**src/rtl/dram_req_arbiter.sv**
```systemverilog
// dram_req_arbiter
//   Round-robin arbiter that shares the DRAM controller user port between
//   NUM_REQ requesters. One command is in flight at a time. The block tracks
//   each command through ack, execution and read-data return, then routes the
//   completion pulse (and read data) back to the requester that owns it.
//
// Ports
//   u_clk, u_rst_n     clock, asynchronous active-low reset
//   req_valid/ready    per-requester handshake (ready is a one-hot accept pulse)
//   req_cmd            per-requester command, 1 = write, 0 = read
//   req_addr/wdata     packed per-requester address / write data
//   rsp_valid          one-hot completion pulse to the owning requester
//   rsp_data, rsp_err  read data / read-timeout flag, qualified by rsp_valid
//   m_en, m_addr,      downstream enable, address, command and write data
//   m_cmd, m_data_i
//   m_data_o,          downstream read data and its valid pulse
//   m_data_valid
//   m_cmd_ack, m_busy  downstream command-sampled ack and busy
//   stat_sel,          grant statistics readout
//   stat_count
//
// Build option
//   DRAM_ARB_STATS_EN  adds saturating 16-bit grant counters per requester;
//                      without it stat_count is tied to zero.
//
// RD_TIMEOUT must be at least 2.

module dram_req_arbiter #(
    parameter int unsigned NUM_REQ      = 4,
    parameter int unsigned U_ADDR_WIDTH = 12,
    parameter int unsigned U_DATA_WIDTH = 2,
    parameter int unsigned RD_TIMEOUT   = 15,
    parameter int unsigned REQ_ID_WIDTH = $clog2(NUM_REQ)
) (
    input  logic                             u_clk,
    input  logic                             u_rst_n,
    input  logic [NUM_REQ-1:0]               req_valid,
    output logic [NUM_REQ-1:0]               req_ready,
    input  logic [NUM_REQ-1:0]               req_cmd,
    input  logic [NUM_REQ*U_ADDR_WIDTH-1:0]  req_addr,
    input  logic [NUM_REQ*U_DATA_WIDTH-1:0]  req_wdata,
    output logic [NUM_REQ-1:0]               rsp_valid,
    output logic [U_DATA_WIDTH-1:0]          rsp_data,
    output logic                             rsp_err,
    output logic                             m_en,
    output logic [U_ADDR_WIDTH-1:0]          m_addr,
    output logic                             m_cmd,
    output logic [U_DATA_WIDTH-1:0]          m_data_i,
    input  logic [U_DATA_WIDTH-1:0]          m_data_o,
    input  logic                             m_data_valid,
    input  logic                             m_cmd_ack,
    input  logic                             m_busy,
    input  logic [REQ_ID_WIDTH-1:0]          stat_sel,
    output logic [15:0]                      stat_count
);

    localparam int unsigned CntWidth = $clog2(RD_TIMEOUT + 1);

    typedef enum logic [1:0] {
        StIdle,
        StIssue,
        StExec,
        StRdWait
    } state_e;

    state_e                    state_q, state_d;
    logic [REQ_ID_WIDTH-1:0]   last_grant_q, last_grant_d;
    logic [REQ_ID_WIDTH-1:0]   id_q, id_d;
    logic [U_ADDR_WIDTH-1:0]   addr_q, addr_d;
    logic                      cmd_q, cmd_d;
    logic [U_DATA_WIDTH-1:0]   wdata_q, wdata_d;
    logic                      seen_busy_q, seen_busy_d;
    logic [CntWidth-1:0]       cnt_q, cnt_d;
    logic [NUM_REQ-1:0]        rsp_valid_q, rsp_valid_d;
    logic [U_DATA_WIDTH-1:0]   rsp_data_q, rsp_data_d;
    logic                      rsp_err_q, rsp_err_d;

    logic                      win_found;
    logic [REQ_ID_WIDTH-1:0]   win_id;
    logic [REQ_ID_WIDTH-1:0]   cand;

    // Round-robin search starting one past the last grant, wrapping around.
    always_comb begin
        win_found = 1'b0;
        win_id    = '0;
        cand      = '0;
        for (int unsigned i = 1; i <= NUM_REQ; i++) begin
            cand = REQ_ID_WIDTH'((32'(last_grant_q) + i) % NUM_REQ);
            if (!win_found && req_valid[cand]) begin
                win_found = 1'b1;
                win_id    = cand;
            end
        end
    end

    always_comb begin
        state_d      = state_q;
        last_grant_d = last_grant_q;
        id_d         = id_q;
        addr_d       = addr_q;
        cmd_d        = cmd_q;
        wdata_d      = wdata_q;
        seen_busy_d  = seen_busy_q;
        cnt_d        = cnt_q;
        rsp_valid_d  = '0;
        rsp_data_d   = '0;
        rsp_err_d    = 1'b0;
        req_ready    = '0;
        m_en         = 1'b0;

        unique case (state_q)
            StIdle: begin
                if (win_found) begin
                    req_ready[win_id] = 1'b1;
                    last_grant_d      = win_id;
                    id_d              = win_id;
                    addr_d            = req_addr[win_id*U_ADDR_WIDTH +: U_ADDR_WIDTH];
                    cmd_d             = req_cmd[win_id];
                    wdata_d           = req_wdata[win_id*U_DATA_WIDTH +: U_DATA_WIDTH];
                    state_d           = StIssue;
                end
            end
            StIssue: begin
                m_en = 1'b1;
                if (m_cmd_ack) begin
                    seen_busy_d = 1'b0;
                    state_d     = StExec;
                end
            end
            StExec: begin
                // Enable follows busy directly so it drops in the cycle busy falls.
                m_en = m_busy;
                if (m_busy) begin
                    seen_busy_d = 1'b1;
                end else if (seen_busy_q) begin
                    if (cmd_q) begin
                        rsp_valid_d[id_q] = 1'b1;
                        state_d           = StIdle;
                    end else begin
                        // The fall cycle counts as cycle 0, so cnt_q equals the
                        // number of cycles elapsed since busy fell.
                        cnt_d   = CntWidth'(1);
                        state_d = StRdWait;
                    end
                end
            end
            StRdWait: begin
                if (m_data_valid) begin
                    rsp_valid_d[id_q] = 1'b1;
                    rsp_data_d        = m_data_o;
                    state_d           = StIdle;
                end else if (cnt_q == CntWidth'(RD_TIMEOUT - 1)) begin
                    // Registered, so the error response lands RD_TIMEOUT cycles after the fall.
                    rsp_valid_d[id_q] = 1'b1;
                    rsp_err_d         = 1'b1;
                    state_d           = StIdle;
                end else begin
                    cnt_d = cnt_q + 1'b1;
                end
            end
            default: state_d = StIdle;
        endcase
    end

    always_ff @(posedge u_clk or negedge u_rst_n) begin
        if (!u_rst_n) begin
            state_q      <= StIdle;
            last_grant_q <= REQ_ID_WIDTH'(NUM_REQ - 1);
            id_q         <= '0;
            addr_q       <= '0;
            cmd_q        <= 1'b0;
            wdata_q      <= '0;
            seen_busy_q  <= 1'b0;
            cnt_q        <= '0;
            rsp_valid_q  <= '0;
            rsp_data_q   <= '0;
            rsp_err_q    <= 1'b0;
        end else begin
            state_q      <= state_d;
            last_grant_q <= last_grant_d;
            id_q         <= id_d;
            addr_q       <= addr_d;
            cmd_q        <= cmd_d;
            wdata_q      <= wdata_d;
            seen_busy_q  <= seen_busy_d;
            cnt_q        <= cnt_d;
            rsp_valid_q  <= rsp_valid_d;
            rsp_data_q   <= rsp_data_d;
            rsp_err_q    <= rsp_err_d;
        end
    end

    assign m_addr    = addr_q;
    assign m_cmd     = cmd_q;
    assign m_data_i  = wdata_q;
    assign rsp_valid = rsp_valid_q;
    assign rsp_data  = rsp_data_q;
    assign rsp_err   = rsp_err_q;

`ifdef DRAM_ARB_STATS_EN
    logic [15:0] grant_cnt_q [NUM_REQ];

    always_ff @(posedge u_clk or negedge u_rst_n) begin
        if (!u_rst_n) begin
            for (int unsigned i = 0; i < NUM_REQ; i++) begin
                grant_cnt_q[i] <= '0;
            end
        end else begin
            for (int unsigned i = 0; i < NUM_REQ; i++) begin
                if (req_ready[i] && (grant_cnt_q[i] != 16'hFFFF)) begin
                    grant_cnt_q[i] <= grant_cnt_q[i] + 16'd1;
                end
            end
        end
    end

    assign stat_count = (32'(stat_sel) < NUM_REQ) ? grant_cnt_q[stat_sel] : 16'h0;
`else
    logic unused_stat_sel;
    assign unused_stat_sel = ^stat_sel;
    assign stat_count      = 16'h0;
`endif

endmodule

```
**config.mk**
```make
export PLATFORM = sky130hd
export DESIGN_NAME = dram_req_arbiter
export DESIGN_NICKNAME = d
export VERILOG_FILES = /design/src/rtl/dram_req_arbiter.sv
export SDC_FILE = /design/constraint.sdc
export NUM_CORES = 1
export LEC_CHECK = 0
export ABC_AREA = 1
export ABC_CLOCK_PERIOD_IN_PS = 2750
export CAP_MARGIN = 5
export CORE_ASPECT_RATIO = 0.8
export CORE_MARGIN = 5
export CORE_UTILIZATION = 35
export DETAILED_ROUTE_END_ITERATION = 16
export GPL_ROUTABILITY_DRIVEN = 0
export PLACE_DENSITY_LB_ADDON = 0.3
export RECOVER_POWER = 50
export SYNTH_ARGS = -nofsm -noshare
export SYNTH_HDL_FRONTEND = slang
export SYNTH_SLANG_ARGS = --single-unit
```
**constraint.sdc**
```tcl
create_clock -name u_clk -period 2.75 [get_ports u_clk]
set_input_delay 0.55 -clock u_clk [delete_from_list [all_inputs] [get_ports u_clk]]
set_output_delay 0.55 -clock u_clk [all_outputs]
set_load 0.05 [all_outputs]
```
==> results of run 1 <==
[through the flow]
step,setup TNS [ns],hold WS (ns)
4_1_cts,-0.0868,0.351
2_1_floorplan,-0.113,0.254
6_report,0,0.444
3_5_place_dp,-0.0793,0.439
3_3_place_gp,-0.00968,0.418
5_1_grt,-0.0530,0.457
[critical path: stages]
cell	delay [ns]
clkdlybuf4s50_1	0.45
nand2_1	0.10
nand2_2	0.07
nand2_2	0.09
nand2_2	0.08
inv_1	0.07
nand2_2	0.08
nor2_4	0.13
nand2_4	0.08
nand2_4	0.07
nand2_4	0.07
nor2_4	0.13
buf_12	0.14
[cell type report]
class | count | share of cell area [%]
Sequential cell | 33 | 21.7
Inverter | 72 | 7.39
Tap cell | 87 | 2.85
Clock buffer | 8 | 2.36
Multi-Input combinational cell | 271 | 36.4
Timing Repair Buffer | 111 | 29.3
[cells in the final DEF, fill, tap and decap left out, types with 2 or more instances in the layout]
cell type and count:
or2_2 5, dfrtp_1 31, nand3_4 2, o21ai_0 9, or2_1 2, nor2_1 11, nand2_4 3, or2_0 7
nor3_1 5, inv_4 2, inv_1 68, buf_4 14, nand2_2 13, nor2_4 6, nand2_1 110, conb_1 16
clkdlybuf4s50_1 89, clkbuf_8 6, buf_12 5, ha_1 7, nor2_2 2, dfstp_2 2, clkbuf_1 3, o31ai_1 2
nand3_1 61
[path summary, 6_finish.rpt]
check | startpoint | endpoint | slack (ns) | depth (start not counted)
setup / recovery | req_valid[0] | req_ready[3] | 0.08 | 13
hold / removal | id_q[0] | rsp_valid[2] | 0.44 | 1
setup reg to reg | last_grant_q[1] | m_addr[1] | 0.35 | 14
hold reg to reg | id_q[0] | rsp_valid[2] | 0.44 | 1
max in group asynchronous | u_rst_n | m_cmd | 0.92 | 1
min in group asynchronous | u_rst_n | m_data_i[0] | 0.76 | 1
[metal layers]
| layer | vias to the layer above | part of all wire (%) |
|---|---|---|
| met5 | - | 0 |
| met2 | 91 | 48 |
| met4 | 0 | 0.76 |
| met3 | 5 | 8.4 |
| met1 | 1185 | 42 |
| li1 | 1362 | - |
[sequential cells by signal (all words and copies together), names as in the netlist]
register,flops
cnt_q,4
rsp_data,2
last_grant_q,2
state_q,2
rsp_err,1
m_addr,12
id_q,2
rsp_valid,4
seen_busy_q,1
m_data_i,2
m_cmd,1
[power groups by stage]
stage | clock network, mW | registers (mW) | logic [mW]
floorplan | 0 | 1.20 | 2.17
global placement | 0 | 0.848 | 3.45
detailed placement | 0 | 0.857 | 3.51
CTS | 0.393 | 0.853 | 3.52
global route | 0.417 | 0.876 | 4.09
finish | 0.376 | 0.845 | 3.71
[kinds of logic (layout without fill, tap and decap cells)]
kind of cell | Yosys count | in the layout | synth area share [%]
AO/OA/AOI/OAI | 15 | 15 | 3.37
XOR/XNOR | 2 | 2 | 0.684
adder cells (fa/ha/maj) | 7 | 7 | 3.42
buffers and inverters | 100 | 191 | 18.9
flip-flops | 33 | 33 | 32.3
other | 1 | 16 | 0.146
AND/OR/NAND/NOR | 231 | 231 | 41.2
[timing repair]
| item | CTS | global route |
|---|---|---|
| hold buffers | 0 | 0 |
| setup endpoints to repair | 3 | 4 |
| cloned | 0 | 0 |
| resized for setup | 0 | 22 |
| setup buffers | 0 | 2 |
| pin swaps | 0 | 4 |
==> out/metrics.cfg, run 1 <==
[sta]
setup_viol=0
fin_skew_ns=0.00575
slew_viol_final=34
fmax_mhz=374
period_share_pct=97.1
rsz0062_at_grt=yes
period_minus_slack_ns=2.67
worst_pin_slew_ns=1.85
fin_ws_ns=0.0793
hold_viol_final=0
slew_headroom_pct=-23.6

[grt]
antenna_found_initial=0
gr-usage-met3_pct=5.36
grt_max_degree=34
grt_util_met2_pct=26.0
grt.busiest_layer=met2
grt_pass1_wl_um=11500
use_met1_pct=18.8
grt_overflow=0
grt_util_all_layers_pct=15.3
first_global_vias=2555

[critical_path]
endpoint_kind=primary output
cp-start-kind=input port
path_class=in2out
worstPathRequired_ns=2.20
cp_max_fo=3
worstPathArrival_ns=2.12

[power]
seqPwrFrac_pct=17.1
comb_power_share_pct=75.2
internal-power_mw=2.27
clkPwrFrac_pct=7.6
power.leakage_nw=1.98
power_mw=4.93
powerDensity_nw_per_um2=1290
ir_drop_mv=0.596
p_sw_mw=2.66
p_sw_share_pct=54.0

[cells_and_area]
n_antenna_cell=0
nets=574
area_growth_pct=49.3
layout-drive-gt1-share_pct=12.7
instances_no_fill=582
final_util_pct=54.7
multiInputGateArea_um2=1390
regArea_um2=828
final_area_um2=3820
fill_cells=681

[floorplanning]
fp.coreArea_um2=6990
die-area_um2=9140
die_x_um=106
start_util_pct=36.6
die_h_um=86.5
rows=27
io_pins=116

[clock_tree]
path_clk_slew_ns=0.07
clock_sinks=33
root_buffer=clkbuf_8
cts_buffer_depth=2
clk-insertion-delay-late_ns=0.28
cts_tree=yes
cts_buffers=5
htreeDepth=2

[logic_synthesis]
synth.most_common_cell=nand2_1
ys_ff_latch=33
synth_area_leader_cell=dfrtp_1
yosysWarnings=0
synth-async-reset-ratio_pct=100
synth.avg_cell_area_um2=6.58
synth_cells=389
ys_seq_area_share_pct=32.3
ys_types=34
synth_area_um2=2560
yosys-top-cells-count=nand2_1, inv_1, nand3_1, dfrtp_1, buf_4
synth_edf_count=0
synthFlopType=dfrtp_1
netlist_top_cells_area=dfrtp_1, nand2_1, nand3_1, inv_1, buf_4
yosysTopAreaCellShare_pct=30.3

[run]
maxCapViolations=1

[route]
route.detailed.drc=0
vias=2643
viasPerCell=4.54
ant_nets=0
drt-total-wl_um=7000
wire_per_inst_um=12.0
drt-pass1-iter-count=5
drtIter0Drc=83

[placed_design]
portBuffers=97
dp_hpwl_um=5510
dpl_worst_slack_ns=-0.0318
dpl-instance-area_um2=3630
dp.cells=572

[worst_hold_path]
hp-class=reg2reg

[run_status]
violations=capacitance limit, slew limit
status=finished with violations

(Power assumes the default switching activity.)
==> inputs of run 2 (changes only) <==
--- a/config.mk
+++ b/config.mk
@@ -7,13 +7,12 @@
 export LEC_CHECK = 0
 export ABC_AREA = 1
 export ABC_CLOCK_PERIOD_IN_PS = 2750
-export CAP_MARGIN = 5
 export CORE_ASPECT_RATIO = 0.8
 export CORE_MARGIN = 5
 export CORE_UTILIZATION = 35
 export DETAILED_ROUTE_END_ITERATION = 16
 export GPL_ROUTABILITY_DRIVEN = 0
-export PLACE_DENSITY_LB_ADDON = 0.3
+export PLACE_DENSITY = 0.79
 export RECOVER_POWER = 50
 export SYNTH_ARGS = -nofsm -noshare
 export SYNTH_HDL_FRONTEND = slang
==> run 2 against run 1 <==
  * The flow still finishes with violations (capacitance limit, slew limit)
  * Flip-flop and latch count unchanged
  * Via count decreased by 2.1%
  * Highest routed layer unchanged
  * Global-route usage shrank 0.68 points
  * Largest power group unchanged
  * Hold slack worse by 0.0020 ns
  * Critical path type unchanged
  * Sequential share of layout area about the same
  * Wire length is 4.1% lower
  * Critical endpoint unchanged
  * Clock skew shrank 0.0042 ns
==> out/metrics.cfg, run 2 (synthesis results as in run 1) <==
[floorplanning]
rows=27
die_x_um=106
io_pins=116
start_util_pct=36.6
die-area_um2=9140
fp.coreArea_um2=6990
die_h_um=86.5

[sta]
setup_viol=0
fin_ws_ns=0.0989
slew_headroom_pct=-15.7
period_share_pct=96.4
fmax_mhz=377
rsz0062_at_grt=yes
fin_tns_setup_ns=0
hold_viol_final=0
fin_skew_ns=0.00154
period_minus_slack_ns=2.65
slew_viol_final=34
worst_pin_slew_ns=1.74

[critical_path]
ff2ff_path_depth=13
endpoint_kind=primary output
cp_max_fo=3
cp_slowest_cell=clkdlybuf4s50_1
path_delay_family=simple AND/OR/NAND/NOR gates
crit_top_cell=nand2_1
path_cells=clkdlybuf4s50_1 > inv_1 > nand2_1 > nand2_1 > nand2_1 > nand2_2 > nand2_1 > nand2_2 > nor2_4 > nand2_4 > nand2_4 > nand2_4 > nor2_4 > buf_12
max_stage_delay_ns=0.47
path_buf_inv=3
worstPathRequired_ns=2.20
cp-start-kind=input port
worstPathArrival_ns=2.10
worstSetupPathDepth=14
path_class=in2out

[cells_and_area]
layout.cells.most_common=nand2_1
layout-drive-gt1-share_pct=12.6
n_antenna_cell=0
area_growth_pct=49.5
instances_no_fill=580
final_area_um2=3830
fill_cells=651
multiInputGateArea_um2=1390
nets=572
layout_common_cells=nand2_1, clkdlybuf4s50_1, inv_1
regArea_um2=828
largest_reg_flops=12

[grt]
grt_util_all_layers_pct=14.6
antenna_found_initial=0
grt_pass1_wl_um=11000
grt_overflow=0
first_global_vias=2470
grt_max_degree=34

[worst_hold_path]
holdPathStages=1
hp-class=reg2reg

[route]
drtIter0Drc=99
vias=2588
wire_per_inst_um=11.6
drt-total-wl_um=6710
viasPerCell=4.46
ant_nets=0
route.detailed.drc=0
drt-pass1-iter-count=4

[placed_design]
portBuffers=97
dpl_worst_slack_ns=-0.0175
dp.cells=571
dpl-instance-area_um2=3630
dp_hpwl_um=5320

[clock_tree]
root_buffer=clkbuf_8
cts_buffer_depth=2
path_clk_slew_ns=0.07
cts_tree=yes
clk-insertion-delay-late_ns=0.28
cts_buffers=5
htreeDepth=2
clock_sinks=33

[run_status]
status=finished with violations
violations=capacitance limit, slew limit

[power]
powerDensity_nw_per_um2=1300
ir_drop_mv=0.592
power.leakage_nw=1.99

[run]
maxCapViolations=1

==> run 2: cell type report <==
| type | instances | share of cell area, % |
|---|---|---|
| Clock inverter | 1 | 0.784 |
| Clock buffer | 7 | 2.25 |
| Sequential cell | 33 | 21.6 |
| Tap cell | 87 | 2.84 |
| Timing Repair Buffer | 109 | 29.0 |
| Multi-Input combinational cell | 271 | 36.2 |
| Inverter | 72 | 7.32 |
==> run 2: worst paths after layout <==
check	start	endpoint	slack (ns)
worst max-delay path	req_valid[2]	req_ready[3]	0.1
worst min-delay path	id_q[0]	rsp_valid[2]	0.44
worst max register to register	last_grant_q[0]	m_addr[6]	0.40
worst min register to register	id_q[0]	rsp_valid[2]	0.44
max in group asynchronous	u_rst_n	m_addr[0]	1.03
min in group asynchronous	u_rst_n	rsp_valid[0]	0.72
==> run 2: worst reg2reg max path, cell delays in order, from the launching register on <==
cell and delay, ns:
dfstp_2 0.65, nand2_1 0.11, nand2_2 0.10, nand2_2 0.07, nand2_2 0.10, nor2_4 0.05, nand2_1 0.05, nor2_1 0.05
nand2_1 0.08, nand2_2 0.10, buf_4 0.20, nor2_1 0.44, nand3_1 0.18, nand3_1 0.11
==> run 2: stage by stage <==
step / utilization (%) / hold slack [ns] / total power [mW]
floorplan: - / 0.254 / 3.37
global placement: 51.9 / 0.418 / 4.25
detailed placement: 51.9 / 0.433 / 4.35
CTS: 53.5 / 0.350 / 4.84
global route: 54.8 / 0.452 / 5.42
finish: 54.8 / 0.442 / 4.97
==> run 2: timing repair <==
action / 4_1_cts / 5_1_grt
endpoints found under the setup margin: 2 / 4
resized for setup: 0 / 21
hold buffers: 0 / 0
setup buffers: 0 / 1
pin swaps: 0 / 3
==> run 2: where the power goes <==
group	internal, mW	switching [mW]	total [mW]	leakage [nW]
Clock	0.295	0.171	0.466	0.0585
Sequential	0.698	0.159	0.857	0.416
Combinational	1.34	2.31	3.65	1.52
==> run 2: per-layer routing <==
layer,vias to the layer above,share of wire (%),track usage [%]
met5,-,0,0
met4,0,0.72,3.53
met3,5,7.6,4.91
met2,79,47,24.4
met1,1149,45,18.4
li1,1355,-,-
